**src/rtl/fetch_stage_if.sv**
```systemverilog
// fetch_stage_if: memory request/response, execute redirect and decode handshake
// bundle for the instruction-fetch stage.
`default_nettype none

interface fetch_stage_if;
   logic        imem_req_valid;
   logic        imem_req_ready;
   logic [31:0] imem_req_addr;
   logic        imem_rsp_valid;
   logic [31:0] imem_rsp_data;
   logic        redirect_valid;
   logic [31:0] redirect_pc;
   logic        id_valid;
   logic        id_ready;
   logic [31:0] instruction;
   logic [31:0] pc;
   logic        pred_taken;
   logic [31:0] pred_target;

   modport master (
      output imem_req_valid, imem_req_addr,
      input  imem_req_ready, imem_rsp_valid, imem_rsp_data,
      input  redirect_valid, redirect_pc,
      output id_valid, instruction, pc, pred_taken, pred_target,
      input  id_ready
   );

   modport slave (
      input  imem_req_valid, imem_req_addr,
      output imem_req_ready, imem_rsp_valid, imem_rsp_data,
      output redirect_valid, redirect_pc,
      input  id_valid, instruction, pc, pred_taken, pred_target,
      output id_ready
   );
endinterface

`default_nettype wire

```
**src/rtl/fetch_stage.sv**
```systemverilog
// fetch_stage: in-order instruction fetch with credit-limited requests, instruction buffer
// and redirect flush. Optional backward-taken branch prediction: FETCH_BTFN_PREDICT_EN.
`default_nettype none

module fetch_stage #(
   parameter logic [31:0] RESET_PC   = 32'h0000_0000,
   parameter int          FIFO_DEPTH = 2
) (
   input  logic         clk,
   input  logic         rstn,
   fetch_stage_if.master bus
);
   localparam int PW = $clog2(FIFO_DEPTH);
   localparam int CW = PW + 1;
   localparam logic [CW:0] DEPTH_C = (CW+1)'(FIFO_DEPTH);
   localparam logic [31:0] NOP     = 32'h0000_0013;

   typedef logic [PW-1:0] ptr_t;
   typedef logic [CW-1:0] cnt_t;
   typedef struct packed {
      logic [31:0] insn;
      logic [31:0] pc;
      logic        taken;
      logic [31:0] target;
   } entry_t;

   logic [31:0] fetch_pc_q, fetch_pc_d;
   cnt_t        outst_q, outst_d;
   cnt_t        drop_q, drop_d;
   cnt_t        fifo_cnt_q, fifo_cnt_d;
   ptr_t        tag_wr_q, tag_wr_d, tag_rd_q, tag_rd_d;
   ptr_t        fifo_wr_q, fifo_wr_d, fifo_rd_q, fifo_rd_d;
   logic [31:0] tag_mem_q [FIFO_DEPTH];
   entry_t      fifo_mem_q [FIFO_DEPTH];

   logic        tag_push, fifo_push;
   logic [CW:0] credit_used;
   logic        req_fire, rsp_keep, pop;
   logic [31:0] tag_pc;
   logic        pred_hit;
   logic [31:0] pred_target;
   logic        unused_rp_bits;

   // Credits cover both in-flight words and buffered words, so the buffer never overflows.
   assign credit_used        = {1'b0, outst_q} + {1'b0, fifo_cnt_q};
   assign bus.imem_req_valid = rstn && !bus.redirect_valid && (credit_used < DEPTH_C);
   assign bus.imem_req_addr  = fetch_pc_q;
   assign req_fire           = bus.imem_req_valid && bus.imem_req_ready;
   assign rsp_keep           = bus.imem_rsp_valid && (drop_q == '0);
   assign tag_pc             = tag_mem_q[tag_rd_q];
   assign pop                = bus.id_valid && bus.id_ready;
   assign unused_rp_bits     = ^bus.redirect_pc[1:0];

`ifdef FETCH_BTFN_PREDICT_EN
   logic [31:0] b_imm;
   assign b_imm = {{19{bus.imem_rsp_data[31]}}, bus.imem_rsp_data[31], bus.imem_rsp_data[7],
                   bus.imem_rsp_data[30:25], bus.imem_rsp_data[11:8], 1'b0};
   assign pred_hit    = rsp_keep && (bus.imem_rsp_data[6:0] == 7'b1100011) && bus.imem_rsp_data[31];
   assign pred_target = tag_pc + b_imm;
`else
   assign pred_hit    = 1'b0;
   assign pred_target = '0;
`endif

   assign bus.id_valid    = (fifo_cnt_q != '0);
   assign bus.instruction = fifo_mem_q[fifo_rd_q].insn;
   assign bus.pc          = fifo_mem_q[fifo_rd_q].pc;
   assign bus.pred_taken  = fifo_mem_q[fifo_rd_q].taken;
   assign bus.pred_target = fifo_mem_q[fifo_rd_q].target;

   always_comb begin
      fetch_pc_d = req_fire ? fetch_pc_q + 32'd4 : fetch_pc_q;
      outst_d    = outst_q + cnt_t'(req_fire) - cnt_t'(bus.imem_rsp_valid);
      drop_d     = (bus.imem_rsp_valid && drop_q != '0) ? drop_q - cnt_t'(1) : drop_q;
      tag_push   = req_fire;
      fifo_push  = rsp_keep;
      tag_wr_d   = req_fire ? tag_wr_q + ptr_t'(1) : tag_wr_q;
      tag_rd_d   = rsp_keep ? tag_rd_q + ptr_t'(1) : tag_rd_q;
      fifo_wr_d  = rsp_keep ? fifo_wr_q + ptr_t'(1) : fifo_wr_q;
      fifo_rd_d  = pop ? fifo_rd_q + ptr_t'(1) : fifo_rd_q;
      fifo_cnt_d = fifo_cnt_q + cnt_t'(rsp_keep) - cnt_t'(pop);
      // Predicted branch keeps its own entry; every younger fetch (incl. this cycle's) is dropped.
      if (pred_hit) begin
         fetch_pc_d = pred_target;
         drop_d     = outst_d;
         tag_push   = 1'b0;
         tag_wr_d   = '0;
         tag_rd_d   = '0;
      end
      if (bus.redirect_valid) begin
         fetch_pc_d = {bus.redirect_pc[31:2], 2'b00};
         drop_d     = outst_d;
         tag_push   = 1'b0;
         fifo_push  = 1'b0;
         tag_wr_d   = '0;
         tag_rd_d   = '0;
         fifo_wr_d  = '0;
         fifo_rd_d  = '0;
         fifo_cnt_d = '0;
      end
   end

   always_ff @(posedge clk or negedge rstn) begin
      if (!rstn) begin
         fetch_pc_q <= RESET_PC;
         outst_q    <= '0;
         drop_q     <= '0;
         fifo_cnt_q <= '0;
         tag_wr_q   <= '0;
         tag_rd_q   <= '0;
         fifo_wr_q  <= '0;
         fifo_rd_q  <= '0;
         for (int i = 0; i < FIFO_DEPTH; i++) begin
            tag_mem_q[i]  <= '0;
            fifo_mem_q[i] <= '{insn: NOP, pc: 32'h0, taken: 1'b0, target: 32'h0};
         end
      end else begin
         fetch_pc_q <= fetch_pc_d;
         outst_q    <= outst_d;
         drop_q     <= drop_d;
         fifo_cnt_q <= fifo_cnt_d;
         tag_wr_q   <= tag_wr_d;
         tag_rd_q   <= tag_rd_d;
         fifo_wr_q  <= fifo_wr_d;
         fifo_rd_q  <= fifo_rd_d;
         if (tag_push)
            tag_mem_q[tag_wr_q] <= fetch_pc_q;
         if (fifo_push)
            fifo_mem_q[fifo_wr_q] <= '{insn: bus.imem_rsp_data, pc: tag_pc,
                                       taken: pred_hit, target: pred_target};
      end
   end
endmodule

`default_nettype wire

```
**src/flat_wrapper.sv**
```systemverilog
// flat-port wrapper written by rule: the top's interface ports become plain ports
module fetch_stage_flat 
#(
   parameter logic [31:0] RESET_PC   = 32'h0000_0000,
   parameter int          FIFO_DEPTH = 2
)
  (clk, rstn, bus_imem_req_valid, bus_imem_req_addr, bus_imem_req_ready, bus_imem_rsp_valid, bus_imem_rsp_data, bus_redirect_valid, bus_redirect_pc, bus_id_valid, bus_instruction, bus_pc, bus_pred_taken, bus_pred_target, bus_id_ready);
  fetch_stage_if bus_i ();
  input  logic clk;
  input  logic rstn;
  output wire logic [$bits(bus_i.imem_req_valid)-1:0] bus_imem_req_valid;
  output wire logic [$bits(bus_i.imem_req_addr)-1:0] bus_imem_req_addr;
  input wire logic [$bits(bus_i.imem_req_ready)-1:0] bus_imem_req_ready;
  input wire logic [$bits(bus_i.imem_rsp_valid)-1:0] bus_imem_rsp_valid;
  input wire logic [$bits(bus_i.imem_rsp_data)-1:0] bus_imem_rsp_data;
  input wire logic [$bits(bus_i.redirect_valid)-1:0] bus_redirect_valid;
  input wire logic [$bits(bus_i.redirect_pc)-1:0] bus_redirect_pc;
  output wire logic [$bits(bus_i.id_valid)-1:0] bus_id_valid;
  output wire logic [$bits(bus_i.instruction)-1:0] bus_instruction;
  output wire logic [$bits(bus_i.pc)-1:0] bus_pc;
  output wire logic [$bits(bus_i.pred_taken)-1:0] bus_pred_taken;
  output wire logic [$bits(bus_i.pred_target)-1:0] bus_pred_target;
  input wire logic [$bits(bus_i.id_ready)-1:0] bus_id_ready;
  assign bus_imem_req_valid = bus_i.imem_req_valid;
  assign bus_imem_req_addr = bus_i.imem_req_addr;
  assign bus_i.imem_req_ready = bus_imem_req_ready;
  assign bus_i.imem_rsp_valid = bus_imem_rsp_valid;
  assign bus_i.imem_rsp_data = bus_imem_rsp_data;
  assign bus_i.redirect_valid = bus_redirect_valid;
  assign bus_i.redirect_pc = bus_redirect_pc;
  assign bus_id_valid = bus_i.id_valid;
  assign bus_instruction = bus_i.instruction;
  assign bus_pc = bus_i.pc;
  assign bus_pred_taken = bus_i.pred_taken;
  assign bus_pred_target = bus_i.pred_target;
  assign bus_i.id_ready = bus_id_ready;
  fetch_stage #(.RESET_PC(RESET_PC), .FIFO_DEPTH(FIFO_DEPTH)) u_core (.clk(clk), .rstn(rstn), .bus(bus_i));
endmodule
```
**config.mk**
```make
export PLATFORM = sky130hd
export DESIGN_NAME = fetch_stage_flat
export DESIGN_NICKNAME = d
export VERILOG_FILES = /design/src/rtl/fetch_stage_if.sv /design/src/rtl/fetch_stage.sv /design/src/flat_wrapper.sv
export SDC_FILE = /design/constraint.sdc
export NUM_CORES = 1
export LEC_CHECK = 0
export CORE_MARGIN = 2
export CORE_UTILIZATION = 45
export DETAILED_ROUTE_END_ITERATION = 8
export GPL_TIMING_DRIVEN = 0
export PLACE_DENSITY_LB_ADDON = 0.25
export SLEW_MARGIN = 20
export SYNTH_ARGS = -nofsm -noshare
export SYNTH_HDL_FRONTEND = slang
export SYNTH_SLANG_ARGS = --single-unit
export TNS_END_PERCENT = 10
```
**constraint.sdc**
```tcl
create_clock -name clk -period 5.8 [get_ports clk]
set_input_delay 1.16 -clock clk [delete_from_list [all_inputs] [get_ports clk]]
set_output_delay 1.16 -clock clk [all_outputs]
set_load 0.005 [all_outputs]
```
# After elaboration in Yosys (flattened, before gate mapping)
# Index checks and enable logic that the tools add are counted.
[word_totals]
register_bits = 300
output_inout_bits = 131
n_memories = 0
latch_bits = 0
rom_bits = 0
input_bits = 70
mem_bits_rw = 0
[op_classes]
div = 0
eq_ne = 0
n_bitwise = 4
magnitude_cmp = 7
addsub = 11
shift = 0
reduce_logical = 16
mux = 27
n_mul = 0
[ops]
columns = ["operator", "n"]
rows = [
  ["97-bit two-way mux", 4],
  ["194-bit bitwise mux", 1],
  ["32-bit two-way mux", 6],
  ["97-bit demux with 1-bit select", 1],
  ["64-bit bitwise mux", 1],
  ["32-bit by 3-bit adder with 32-bit output (second input constant)", 1],
  ["32-bit demux with 1-bit select", 1],
  ["2-bit nonzero test", 6],
  ["1-bit two-way mux", 10],
  ["2-bit >= comparator (second input constant)", 4],
  ["1-bit logical AND", 8],
  ["1-bit NOT with 2-bit output", 4],
  ["2-bit two-way mux", 3],
  ["1-bit adder (second input constant)", 4],
  ["2-bit by 1-bit adder with 2-bit output", 2],
  ["2-bit by 1-bit < comparator with 1-bit output (second input constant)", 2],
  ["2-bit by 1-bit subtractor with 2-bit output", 2],
  ["2-bit by 2-bit adder with 3-bit output", 1],
  ["3-bit by 2-bit < comparator with 1-bit output (second input constant)", 1],
  ["2-bit zero test", 1],
  ["2-bit by 1-bit subtractor with 2-bit output (second input constant)", 1],
  ["1-bit zero test", 1],
]

# Depth between registers and ports, before layout
# Gate-level depths: netlist of the first run.
[logic_depth]
depth_word = 7
depth_mapped = 10
mapped_depth_nobuf = 10

# Worst setup path after synthesis of the first run
# OpenSTA, ideal clock, no wires.
[synth_path]
path_type = "input -> output"
startpoint = "input port bus_redirect_valid"
endpoint = "output port bus_imem_req_valid"
cell_stages = 3
path_buffers = 2
slack_ns = 2.825
t_required_ns = 4.640
arrival_time_ns = 1.815
path_cell_list = "clkbuf_1 clkbuf_1 nor4b_1"
[synth_between]
elab_chain_len = 3
[synth_lines]
columns = ["element", "line_no", "source"]
rows = [
  ["start, declared", "flat_wrapper.sv:16", "input wire logic [$bits(bus_i.redirect_valid)-1:0] bus_redirect_valid;"],
  ["1-bit zero test", "fetch_stage.sv:46", "assign bus.imem_req_valid = rstn && !bus.redirect_valid && (credit_used < DEPTH_C);"],
  ["1-bit logical AND (2 in series)", "fetch_stage.sv:46", ""],
  ["end, declared", "flat_wrapper.sv:11", "output wire logic [$bits(bus_i.imem_req_valid)-1:0] bus_imem_req_valid;"],
]
# No other way between the ends.

# Worst setup path after layout of the first run
# Ends and elaborated chain as after synthesis.

==> reports/metrics.cfg, run 1 <==
[worst_setup_path]
path_cells=clkdlybuf4s50_1 -> clkbuf_1 -> clkbuf_1 -> nor4b_1 -> clkdlybuf4s50_1
crit_arrival_ns=3.20
critPathCaptureType=primary output
rrSetupSlack_ns=2.86
startpoint_type=input port
crit_path_top_delay_cell=clkdlybuf4s50_1
crit_type=in -> out
cp_max_fo=10
slowest_delay_ns=0.57
critPathRequiredTime_ns=4.64

[grt]
grt_max_degree=95
grt_pass1_vias=7373
grt_pass1_wl_mm=39.2
antenna_found_initial=0
grt_usage_pct=20.2
overflow=0

[timing]
skew_ns=0.0161
period_share_pct=75.2
finalSetupViolCount=0
relSlewSlack_pct=37.8
fmax_ghz=0.229
fin_ws_ns=1.44
fin_crit_ns=4.36
hold_viol=0
drv_slew=0
rsz0062_at_grt=false
holdWs_ns=0.473
worst_pin_slew_ns=0.933

[clock_tree]
clk_latency_ns=0.52
cts.sinks=224
cts_max_level=1
postCtsSetupRepairBufs=0
clk_path_buf_depth=3
tritoncts=yes
cts_buffers=25
clk_pin_slew_ns=0.06
clock_tree.root_cell=clkbuf_16
cts-resized-gates=0
hold_buffers=0

[placement]
globalplace.congestion=0.777
io_buffers=161
dp_hpwl_mm=17.2
pre_cts_ws_ns=1.42

[floorplan]
initial_core_util_pct=45.9
dieWidth_microns=156
die_y_microns=156
io_pins=201
rows=55
core_sq_um=22600
fp.dieArea_sq_um=24300

[power]
peakVddDrop_v=0.000220
powerDensity_nw_per_um2=480
p_leak_uw=0.00584

[yosys]
syn_avg_cell_area_sq_um=12.1
synth.yosys.seq_area_share_pct=54.0
synthCells=860
yosys_warnings=0
synthTopCellsByArea=dfrtp_1 (53%), mux2_2 (20%), mux2i_1 (3.0%)
async_reset_ff_share_pct=100
synth_edf_count=0
synth_area_sq_um=10400
yosysMostFrequentCell=dfrtp_1
yosysTopAreaCell=dfrtp_1
synth_top_area_share_pct=52.5
netlist_top_cells_count=dfrtp_1 (218), mux2_2 (186), nor2_1 (55), nand2_1 (53), o21ai_0 (44)
synth_cell_types=46
synth_ff_type=dfrtp_1
yosys_register_bits=224

[drt]
postRouteAntennaNets=0
drt_pre_antenna_iters=5
vias=7238
viasPerCell=5.21
drt_iter0_drc=394
finalWirelength_mm=24.7
routedWlPerCell_microns=17.8
drc_errors=0

[final_layout]
postLayoutCoreUtil_pct=59.1
diodes=0
fill_cells=1882
nets=1163
drive_above_1_share_pct=26.6
area_growth_pct=28.8

[flow_run]
maxCapViolCount=0

[worst_hold_path]
hold_class=reg -> reg

[status]
outcome=completed

## worst paths after layout
check / start / endpoint / cells after the start
worst max-delay path: bus_redirect_valid / bus_imem_req_valid / 5
worst min-delay path: u_core.fifo_mem_q[62]$_DFFE_PN0P_ / u_core.fifo_mem_q[62]$_DFFE_PN0P_ / 2
worst max register to register: u_core.drop_q[0]$_DFFE_PN0P_ / u_core.fifo_mem_q[144]$_DFFE_PN0P_ / 8
worst min register to register: u_core.fifo_mem_q[62]$_DFFE_PN0P_ / u_core.fifo_mem_q[62]$_DFFE_PN0P_ / 2
max in group asynchronous: rstn / u_core.tag_mem_q[21]$_DFFE_PN0P_ / 2
min in group asynchronous: rstn / u_core.fifo_mem_q[82]$_DFFE_PN0P_ / 1
## power breakdown
group	leakage (uW)	switching [uW]	total, uW	internal [uW]
registers	0.00277	326	2520	2190
clock network	0.000405	618	1580	961
logic	0.00266	899	2320	1420
## state kept, by name, indices dropped and copies added, names as in the netlist
register,cells
u_core.tag_mem_q,60
u_core.bus.imem_req_addr,30
u_core.fifo_rd_q,1
u_core.fifo_wr_q,1
u_core.drop_q,2
u_core.tag_rd_q,1
u_core.fifo_mem_q,124
u_core.tag_wr_q,1
u_core.fifo_cnt_q,2
u_core.outst_q,2
## final cells by class
| class | count | area [sq um] | area share (%) |
|---|---|---|---|
| Inverter | 11 | 41.3 | 0.309 |
| Buffer | 92 | 547 | 4.09 |
| Timing Repair Buffer | 163 | 1670 | 12.5 |
| Tap cell | 285 | 357 | 2.67 |
| Sequential cell | 224 | 5610 | 42.0 |
| Clock buffer | 39 | 738 | 5.52 |
| Multi-Input combinational cell | 569 | 4320 | 32.3 |
| Clock inverter | 6 | 87.6 | 0.655 |
## worst max-delay path: cells and delay by family
| family | cells | cell delay, ns |
|---|---|---|
| buf+inv | 4 | 1.66 |
| simple gates | 1 | 0.37 |
## through the flow
stage / power, uW / area [sq um] / TNS, ns / std cells
after CTS: 6490 / 13400 / 0 / 1389
after global routing: 6830 / 13400 / 0 / 1389
after floorplan: 3790 / 10500 / 0 / 896
after global placement: 4810 / 12500 / -1875.69 / 1342
after detailed placement: 4880 / 12600 / 0 / 1344
final: 6420 / 13400 / 0 / 1389
## cell families after synthesis
family / count (synthesis) / share of synthesized area [%]
XOR/XNOR: 17 / 1.43
flip-flops: 224 / 54.0
adder cells (fa/ha/maj): 7 / 0.915
buffers and inverters: 103 / 5.66
AO/OA/AOI/OAI: 112 / 6.14
AND/OR/NAND/NOR: 179 / 8.64
other: 1 / 0.0361
multiplexers: 217 / 23.1
## metal layers
metal	up-vias	global-route usage (%)	wire length (microns)
met5	-	0	0
met4	0	5.07	421
met3	32	3.44	1390
met2	215	33.4	11600
met1	3552	28.0	11200
li1	3439	-	-
## cell usage in the layout (no fill, tap or decap), types with 25 or more instances in the layout
master             n
dfrtp_1          218
mux2_2           186
clkdlybuf4s50_1  160
nor2_1            55
nand2_1           53
o21ai_0           44
clkbuf_1          39
buf_4             39
conb_1            37
mux2i_1           31
a21oi_1           31
clkbuf_16         25
Note: power is estimated with default switching activity, not from simulation.
==> run 2: changes to the inputs <==
==> constraint.sdc (replaced) <==
create_clock -name clk -period 4.4 [get_ports clk]
set_input_delay 0.88 -clock clk [delete_from_list [all_inputs] [get_ports clk]]
set_output_delay 0.88 -clock clk [all_outputs]
set_load 0.005 [all_outputs]
==> results of run 2 <==
The final DEF is identical to that of run 1. Status: completed.
Among the figures that moved: setup slack after placement 1.42 ns -> 0.576 ns; setup slack after layout 1.44 ns -> 0.598 ns; hold slack 0.473 ns -> 0.262 ns; register-to-register setup slack 2.86 ns -> 1.46 ns; total power 6420 uW -> 8460 uW; worst IR drop on VDD 0.000220 V -> 0.000290 V
==> run 3: changes to the inputs <==
--- a/config.mk
+++ b/config.mk
@@ -8,6 +8,7 @@
 export CORE_MARGIN = 2
 export CORE_UTILIZATION = 45
 export DETAILED_ROUTE_END_ITERATION = 8
+export DONT_BUFFER_PORTS = 1
 export GPL_TIMING_DRIVEN = 0
 export PLACE_DENSITY_LB_ADDON = 0.25
 export SLEW_MARGIN = 20
==> run 3 against run 2 <==
Sequential share of layout area rose by 6.0 points; clock skew shrank 0.0060 ns; register-to-register slack barely moved; cell count fell by 12%; first-iteration DRC count decreased by 7.6%.
==> reports/metrics.cfg, run 3 (synthesis gave the netlist of run 1 again) <==
[drt]
drt_pre_antenna_iters=4  ; was 5
drc_errors=0  ; unchanged
vias=6614  ; was 7,238
drt_iter0_drc=364  ; was 394
postRouteAntennaNets=0  ; unchanged
dr_wl_met2_mm=11.1  ; was 11.6 mm
dr_wl_met3_mm=1.64  ; was 1.39 mm
wl_met1_mm=10.8  ; was 11.2 mm
top_layer_used=met4  ; unchanged
routedWlPerCell_microns=19.7  ; was 17.8 microns
finalWirelength_mm=24.1  ; was 24.7 mm
viasPerCell=5.40  ; was 5.21

[grt]
grt_max_degree=227  ; was 95
grt_usage_pct=19.8  ; was 20.2%
grt_pass1_vias=6721  ; was 7,373
overflow=0  ; unchanged
antenna_found_initial=1  ; was 0
grt_pass1_wl_mm=37.8  ; was 39.2 mm

[final_layout]
layout_common_cells=dfrtp_1 (218), mux2_2 (186), nor2_1 (55)  ; was dfrtp_1 (218), mux2_2 (186), clkdlybuf4s50_1 (160)
fill_cells=2042  ; was 1,882
final_common_cell=dfrtp_1  ; unchanged
top_register=u_core.fifo_mem_q  ; unchanged
largest_reg_flops=124  ; unchanged
nets=1000  ; was 1,163
drive_above_1_share_pct=30.9  ; was 26.6%
area_growth_pct=12.6  ; was 28.8%

[timing]
fin_crit_ns=3.28  ; was 3.80 ns
finalSetupViolCount=0  ; unchanged
tns_ns=0  ; unchanged
skew_ns=0.0101  ; was 0.0161 ns
fin_ws_ns=1.12  ; was 0.598 ns
hold_viol=0  ; unchanged
drv_slew=0  ; unchanged
worst_pin_slew_ns=0.916  ; was 0.933 ns
relSlewSlack_pct=38.9  ; was 37.8%
period_share_pct=74.5  ; was 86.4%
fmax_ghz=0.305  ; was 0.263 GHz
rsz0062_at_grt=false  ; unchanged

[power]
p_leak_uw=0.00517  ; was 0.00584 uW
powerDensity_nw_per_um2=649  ; was 633 nW/um^2
peakVddDrop_v=0.000259  ; was 0.000290 V

[worst_setup_path]
cp_max_fo=10  ; unchanged
critPathCaptureType=primary output  ; unchanged
crit_type=reg -> out  ; was in -> out
crit_arrival_ns=2.40  ; was 2.92 ns
crit_family=buffers and inverters  ; unchanged
crit_end=bus_pc[19]  ; was bus_imem_req_valid
path_cells=clkbuf_1 -> clkbuf_1 -> mux2_2  ; was clkdlybuf4s50_1 -> clkbuf_1 -> clkbuf_1 -> nor4b_1 -> clkdlybuf4s50_1
path_common_cell=clkbuf_1
reg2reg_depth=9  ; was 8
slowest_delay_ns=0.68  ; was 0.57 ns
r2r_start=u_core.outst_q[0]$_DFF_PN0_  ; was u_core.drop_q[0]$_DFFE_PN0P_
startpoint_type=flip-flop  ; was input port
cp.depth=3  ; was 5
crit_path_top_delay_cell=clkbuf_1  ; was clkdlybuf4s50_1
rr_endpoint=u_core.bus.imem_req_addr[17]$_DFFE_PN0P_  ; was u_core.fifo_mem_q[144]$_DFFE_PN0P_
rrSetupSlack_ns=1.46  ; about the same
crit_start=u_core.fifo_rd_q$_DFFE_PN0P_  ; was bus_redirect_valid
crit_buf_inv=2  ; was 4
critPathRequiredTime_ns=3.52  ; about the same

[clock_tree]
clock_tree.root_cell=clkbuf_16  ; unchanged
hold_buffers=0  ; unchanged
clk_path_buf_depth=3  ; unchanged
cts-resized-gates=0  ; unchanged
cts.sinks=224  ; unchanged
tritoncts=yes  ; unchanged
cts_max_level=1  ; unchanged
clk_pin_slew_ns=0.06  ; about the same
cts_buffers=25  ; unchanged
clk_latency_ns=0.51  ; was 0.52 ns
postCtsSetupRepairBufs=0  ; unchanged

[placement]
globalplace.congestion=0.757  ; was 0.777
io_buffers=0  ; was 161
dp_hpwl_mm=16.5  ; was 17.2 mm
pre_cts_ws_ns=1.22  ; was 0.576 ns

[floorplan]
die_y_microns=156  ; unchanged
core_sq_um=22600  ; unchanged
io_pins=201  ; unchanged
dieWidth_microns=156  ; unchanged
fp.dieArea_sq_um=24300  ; unchanged
initial_core_util_pct=45.9  ; unchanged
rows=55  ; unchanged

[status]
outcome=completed  ; unchanged

[worst_hold_path]
hold_class=in -> async  ; unchanged

[flow_run]
maxCapViolCount=0  ; unchanged

==> run 3: cell types whose count changed in the layout (fill, tap and decap cells not counted), sizes merged <==
cell,change
clkinvlp,+1
diode,+1
clkdlybuf4s50,-160
clkbuf,-4
buf,-3
inv,-1
bufinv,+1
==> run 3: worst reg2reg max path, delay by kind of cell, from the launching register on <==
family                     cells  cell delay, ns
and+or+nand+nor                3            0.86
buffers and inverters          3            0.72
adders and majority gates      1            0.44
AOI/OAI and AO/OA              2            0.43
DFF                            1            0.33
==> run 3: layer usage <==
layer / GRT usage (%) / vias to the layer above
met5: 0 / -
met1: 26.5 / 3296
met4: 5.77 / 0
li1: - / 3102
met2: 32.1 / 175
met3: 5.06 / 41
==> run 3: area by class of cell <==
| cell class | count | area (sq um) | share of cell area (%) |
|---|---|---|---|
| Sequential cell | 224 | 5610 | 48.0 |
| Clock inverter | 7 | 113 | 0.963 |
| Buffer | 92 | 547 | 4.67 |
| Clock buffer | 35 | 703 | 6.01 |
| Antenna cell | 1 | 2.50 | 0.0214 |
| Multi-Input combinational cell | 569 | 4320 | 37.0 |
| Tap cell | 285 | 357 | 3.05 |
| Inverter | 11 | 41.3 | 0.353 |
==> run 3: how the worst min path moves through the flow <==
stage / from / end / slack [ns] / cells past startpoint
3_3_place_gp: u_core.fifo_mem_q[41]$_DFFE_PN0P_ / u_core.fifo_mem_q[41]$_DFFE_PN0P_ / 0.46 / 2
3_5_place_dp: u_core.fifo_mem_q[36]$_DFFE_PN0P_ / u_core.fifo_mem_q[36]$_DFFE_PN0P_ / 0.46 / 2
5_1_grt: rstn / u_core.fifo_mem_q[82]$_DFFE_PN0P_ / 0.05 / 0
4_1_cts: rstn / u_core.fifo_mem_q[179]$_DFFE_PN0P_ / 0.05 / 0
6_report: rstn / u_core.fifo_mem_q[82]$_DFFE_PN0P_ / 0.07 / 0
2_1_floorplan: u_core.fifo_mem_q[35]$_DFFE_PN0P_ / u_core.fifo_mem_q[35]$_DFFE_PN0P_ / 0.44 / 2
==> run 3: stage by stage <==
step	utilization (%)	cell area [sq um]	instances	hold slack (ns)	power, uW
detailed placement	48.1	10900	1181	0.464	5560
finish	51.7	11700	1224	0.0728	7590
floorplan	-	10500	896	0.444	5000
global placement	48.1	10900	1181	0.455	5490
CTS	51.7	11700	1223	0.0500	7680
global route	51.7	11700	1224	0.0550	8080
==> run 3: power by group <==
group,leakage (uW),switching [uW],internal (uW)
Clock,0.000398,801,1280
Combinational,0.00201,1040,1150
Sequential,0.00277,434,2890
Total,0.00517,2270,5320
